===== src/rtl/vending_machine_change.sv =====
// vending_machine_change
//
// Vending controller with a configurable price, three coin denominations,
// change return and cancel/refund. Credit builds up one coin per cycle from
// the coin acceptor. When it reaches PRICE, dispense pulses for one cycle.
// Any remainder, or the whole credit on cancel, is then paid back one coin
// per cycle, largest denomination first.
//
// Parameters
//   PRICE     item price in cents (multiple of 5, >= 5)
//   CREDIT_W  credit register width (PRICE + 20 < 2**CREDIT_W)
//
// Ports
//   clk          rising-edge clock
//   reset        synchronous active-high reset
//   coin         coin inserted this cycle: 00 none, 01 = 5, 10 = 10, 11 = 25
//   cancel       refund request, sampled every cycle (ignored while paying out)
//   dispense     one-cycle product-release pulse
//   change_coin  coin paid out this cycle, same encoding as coin
//   coin_reject  one-cycle pulse: the coin sampled on the previous edge was refused
//   busy         high while paying out change or a refund
//   credit       current credit in cents
//
// State table
//   state   | meaning
//   COLLECT | accepting coins; vend on reaching PRICE, refund on cancel
//   CHANGE  | paying credit back greedily, one coin per cycle; coins refused

module vending_machine_change #(
  parameter int PRICE    = 15,
  parameter int CREDIT_W = 8
) (
  input  logic                clk,
  input  logic                reset,
  input  logic [1:0]          coin,
  input  logic                cancel,
  output logic                dispense,
  output logic [1:0]          change_coin,
  output logic                coin_reject,
  output logic                busy,
  output logic [CREDIT_W-1:0] credit
);

  typedef enum logic {
    COLLECT = 1'b0,
    CHANGE  = 1'b1
  } state_t;

  localparam logic [1:0] CODE_NONE = 2'b00;
  localparam logic [1:0] CODE_5    = 2'b01;
  localparam logic [1:0] CODE_10   = 2'b10;
  localparam logic [1:0] CODE_25   = 2'b11;

  localparam logic [CREDIT_W-1:0] VAL_5    = CREDIT_W'(5);
  localparam logic [CREDIT_W-1:0] VAL_10   = CREDIT_W'(10);
  localparam logic [CREDIT_W-1:0] VAL_25   = CREDIT_W'(25);
  localparam logic [CREDIT_W-1:0] PRICE_W  = CREDIT_W'(PRICE);

  state_t              state;
  logic [CREDIT_W-1:0] coin_val;
  logic [CREDIT_W-1:0] sum;
  logic [CREDIT_W-1:0] pay_val;
  logic [1:0]          pay_code;

  // Value of the coin presented this cycle.
  always_comb begin
    coin_val = '0;
    case (coin)
      CODE_5:  coin_val = VAL_5;
      CODE_10: coin_val = VAL_10;
      CODE_25: coin_val = VAL_25;
      default: coin_val = '0;
    endcase
  end

  // The parameter constraint keeps credit + 25 within CREDIT_W bits.
  assign sum = credit + coin_val;

  // Greedy payout: the largest denomination that still fits in the credit.
  // Credit is always a multiple of 5, so this never leaves a stranded residue.
  always_comb begin
    pay_val  = '0;
    pay_code = CODE_NONE;
    if (credit >= VAL_25) begin
      pay_val  = VAL_25;
      pay_code = CODE_25;
    end else if (credit >= VAL_10) begin
      pay_val  = VAL_10;
      pay_code = CODE_10;
    end else if (credit >= VAL_5) begin
      pay_val  = VAL_5;
      pay_code = CODE_5;
    end
  end

  always_ff @(posedge clk) begin
    if (reset) begin
      state       <= COLLECT;
      dispense    <= 1'b0;
      change_coin <= CODE_NONE;
      coin_reject <= 1'b0;
      credit      <= '0;
    end else begin
      dispense    <= 1'b0;
      change_coin <= CODE_NONE;
      coin_reject <= 1'b0;

      case (state)
        COLLECT: begin
          if (cancel) begin
            // A coin arriving with cancel is refunded along with the credit,
            // even if the total would have bought the item.
            credit <= sum;
            if (sum != '0) state <= CHANGE;
          end else if (sum >= PRICE_W) begin
            dispense <= 1'b1;
            credit   <= sum - PRICE_W;
            if (sum != PRICE_W) state <= CHANGE;
          end else begin
            credit <= sum;
          end
        end

        CHANGE: begin
          change_coin <= pay_code;
          credit      <= credit - pay_val;
          // Leaving here on the last coin makes busy drop while that coin
          // is shown on change_coin.
          if (credit == pay_val) state <= COLLECT;
          if (coin != CODE_NONE) coin_reject <= 1'b1;
        end

        default: state <= COLLECT;
      endcase
    end
  end

  assign busy = (state == CHANGE);

endmodule

===== config.mk =====
export PLATFORM = sky130hd
export DESIGN_NAME = vending_machine_change
export DESIGN_NICKNAME = d
export VERILOG_FILES = /design/src/rtl/vending_machine_change.sv
export SDC_FILE = /design/constraint.sdc
export NUM_CORES = 1
export LEC_CHECK = 0
export BUFFER_PORTS_ARGS = -buffer_cell sky130_fd_sc_hd__buf_2
export CAP_MARGIN = 20
export CORE_AREA = 5 5 67 57
export CTS_BUF_LIST = sky130_fd_sc_hd__clkbuf_8
export CTS_CLUSTER_DIAMETER = 50
export DETAILED_ROUTE_END_ITERATION = 8
export DIE_AREA = 0 0 72 62
export PLACE_DENSITY = 0.68
export SYNTH_ARGS = -nofsm -noshare
export SYNTH_HDL_FRONTEND = slang
export SYNTH_SLANG_ARGS = --single-unit
export TNS_END_PERCENT = 20

===== constraint.sdc =====
create_clock -name clk -period 2.8 [get_ports clk]
set_clock_uncertainty 0.2 [all_clocks]
set_input_delay 0.42 -clock clk [delete_from_list [all_inputs] [get_ports clk]]
set_output_delay 0.42 -clock clk [all_outputs]
set_load 0.02 [all_outputs]

==> reports/metrics.csv <==
stage;metric;value;unit
run_status;status;finished, final reports clean;
synth;top_reg_cell synth;dfxtp_1;
global_routing;largest net degree at the start of global routing;16;
critical_path;Critical Path Max Stage Delay;0.53;ns
timing;Final Setup Violations;0;
final_layout;Finished Layout Cells;242;
place;RePlAce Congestion;0.8671;
die;Die X;72;um
power;overall power;0.002571;W
critical_path;Slowest cell on crit path;fa_2;
place;pre-CTS WS;-0.1306;ns
die;Row Count;18;
timing;Final Worst Setup Slack;0.1319;ns
clock_network;H-tree levels;1;
die;IO Count;18;
synth;FFs w/ async S/R, synth;0;%
clock_network;Reg clk slew, reported paths;0.05;ns
route;DRT Pass-1 Iters;4;
synth;Post-synth EDFFs;0;
critical_path;Startpoint Class;register;
global_routing;vias in the first global route;1289;
critical_path;CP arrival;2.62;ns
timing;Worst Tran Pin Value;0.5148;ns
clock_network;Hold Buf Count CTS;0;
final_layout;commonest non-fill, non-tap cell in the layout;buf_4;
synth;Seq/Total Area, Yosys;19.92;%
critical_path;worst path required time;2.75;ns
final_layout;share of post-route cells with drive strength above 1;39.11;%
route;WL final;3.472;mm
timing;pins over their slew limit;0;
synth;syn nets;177;
global_routing;initial antenna violation count;0;
die;Initial Utilization;43.28;%
critical_path;R2R Setup Slk;0.13;ns
global_routing;total track usage;17.01;%
final_layout;Area Growth Syn to Fin;33.33;%
route;antenna viol nets, final;0;
route;Iteration-0 DRC Markers;55;
route;residual DRC count;0;
critical_path;CP Capture Type;register;
global_routing;global-route wire length before repair;5.816;mm
clock_network;total CTS buffers;3;
synth;total number of yosys warnings;0;
die;core area;3018;um2
die;Die Y;62;um
critical_path;Critical Path Most Common Cell;inv_1;
power;worst IR drop on VDD;542.4;uV
timing;final hold vios;0;
critical_path;critical path class;register to register;
global_routing;grt ovf;0;
timing;Setup TNS;0;ns
timing;normalized max-slew margin;65.63;%
final_layout;fin util;57.71;%
route;WL per Instance;14.35;um
synth;average cell area after synthesis;8.267;um2
synth;Netlist cell types;45;
final_layout;commonest cells after routing, fill and taps aside;buf_4 (28), buf_2 (17), nor2_1 (13), inv_1 (11);
critical_path;worst-path fanout max;6;
final_layout;NumNets Final;222;
clock_network;Sink Count;13;
power;Lkg Pwr;0.7791;nW
worst_hold_path;Min-Delay Path Depth;3;
critical_path;worst-path cell chain;ha_2, inv_1, fa_2, inv_1, and3_4, a211oi_4, nand3_2, or3_1, a311oi_1;
timing;FMAX;374.8;MHz
job;max-cap violation count;0;
clock_network;Clk Latency, worst-skew pair;0.24;ns
clock_network;CTS root buf;clkbuf_8;
route;Vias per Instance;5.517;
synth;Cells after Synth;158;
synth;mapped cell area;1306;um2
timing;Tcrit/Tclk final;95.29;%
final_layout;Antenna diodes;0;
synth;Yosys reg bits;13;
place;number of I/O port buffers;17;
timing;Final min period;2.668;ns
clock_network;CTS tree;done;
critical_path;Worst R2R Path Depth;9;
power;PwrDens;1476;nW/um2
route;vias;1335;
die;Die ar.;4464;um2
final_layout;Fillers;287;
place;dpl hpwl;2.784;mm
worst_hold_path;HP Class;primary input to register;
place;placed cells;237;
clock_network;clock buffer depth;2;
[metrics by stage]
step           area, um2  hold slack, ns
2_1_floorplan       1316          0.3358
4_1_cts             1675          0.2620
6_report            1742          0.2689
3_5_place_dp        1614          0.4762
5_1_grt             1742          0.3005
3_3_place_gp        1614          0.4697
[power by group]
part	leakage (nW)	internal, W	switching, W
clock	0.0269	0.0000968	0.0000658
sequential	0.110	0.000267	0.0000817
combinational	0.642	0.000988	0.00107
[timing repair]
action,CTS,global route
setup endpoints to repair,4,8
pin swaps,1,5
gates resized for setup,5,19
setup buffers,1,0
[routing by layer]
layer	routed length [um]	vias up	track usage, %	part of all wire (%)
met5	0	-	0	0
met4	57	0	7.775	1.6
met3	130	4	1.608	3.7
met2	1719	28	30.63	50
met1	1565	637	21.05	45
li1	-	666	-	-
[worst paths after layout]
check        startpoint          end
max           credit[0]    credit[7]
min             coin[0]  coin_reject
max reg2reg   credit[0]    credit[7]
min reg2reg        busy    credit[4]
[cells by family (layout without fill, tap and decap cells)]
| logic type | after synthesis | in the layout | synth area share (%) |
|---|---|---|---|
| and+or+nand+nor | 57 | 57 | 24.04 |
| AOI/OAI and AO/OA | 44 | 44 | 24.14 |
| buffers and inverters | 15 | 59 | 5.939 |
| adders and majority gates | 14 | 14 | 14.56 |
| xor gates and xnor gates | 13 | 13 | 9.867 |
| DFF | 13 | 13 | 19.92 |
| muxes | 2 | 2 | 1.533 |
[synth_stat cells (all sizes together), types with 2 or more instances]
library cell / count / share of area (%)
a311oi: 2 / 1.3
o21ai: 6 / 2.3
dfxtp: 13 / 20
a221oi: 3 / 2.0
o21a: 3 / 1.8
clkbuf: 2 / 0.57
a21o: 4 / 2.3
ha: 12 / 11
or3: 3 / 1.4
fa: 2 / 3.1
nor3: 5 / 1.9
buf: 2 / 1.7
a31oi: 4 / 1.9
a211oi: 5 / 3.8
mux2i: 2 / 1.5
nand2b: 6 / 2.9
nor4: 2 / 0.96
nand2: 8 / 2.3
xor2: 3 / 2.6
and2: 2 / 0.96
nor3b: 2 / 1.1
nor2: 13 / 3.7
nand3: 6 / 2.7
nor2b: 4 / 1.9
a21oi: 12 / 5.2
xnor2: 10 / 7.3
inv: 10 / 2.9
[flip-flops by register name, indices dropped and copies added, names as in the netlist]
signal,flops
credit,8
change_coin,2
busy,1
coin_reject,1
dispense,1
[cell type report]
type                    instances  area (um2)  share of cell area [%]
clock buffers                   3       41.29                   2.371
clock inverters                 1       3.754                  0.2155
well taps                      40       50.05                   2.874
multi-input cells             130        1042                   59.84
inverters                      10       37.54                   2.155
repair buffers                 45       295.3                   16.95
flip-flops and latches         13       271.5                   15.59
[worst max-delay path, delay by kind of cell (launching register included)]
family                   cells  cell delay, ns
AO/OA/AOI/OAI                2            0.54
adder cells (fa/ha/maj)      2            0.71
buffers and inverters        2            0.12
flip-flops                   1            0.38
AND/OR/NAND/NOR              3            0.64
No activity file was read; power rests on OpenSTA's default activity.
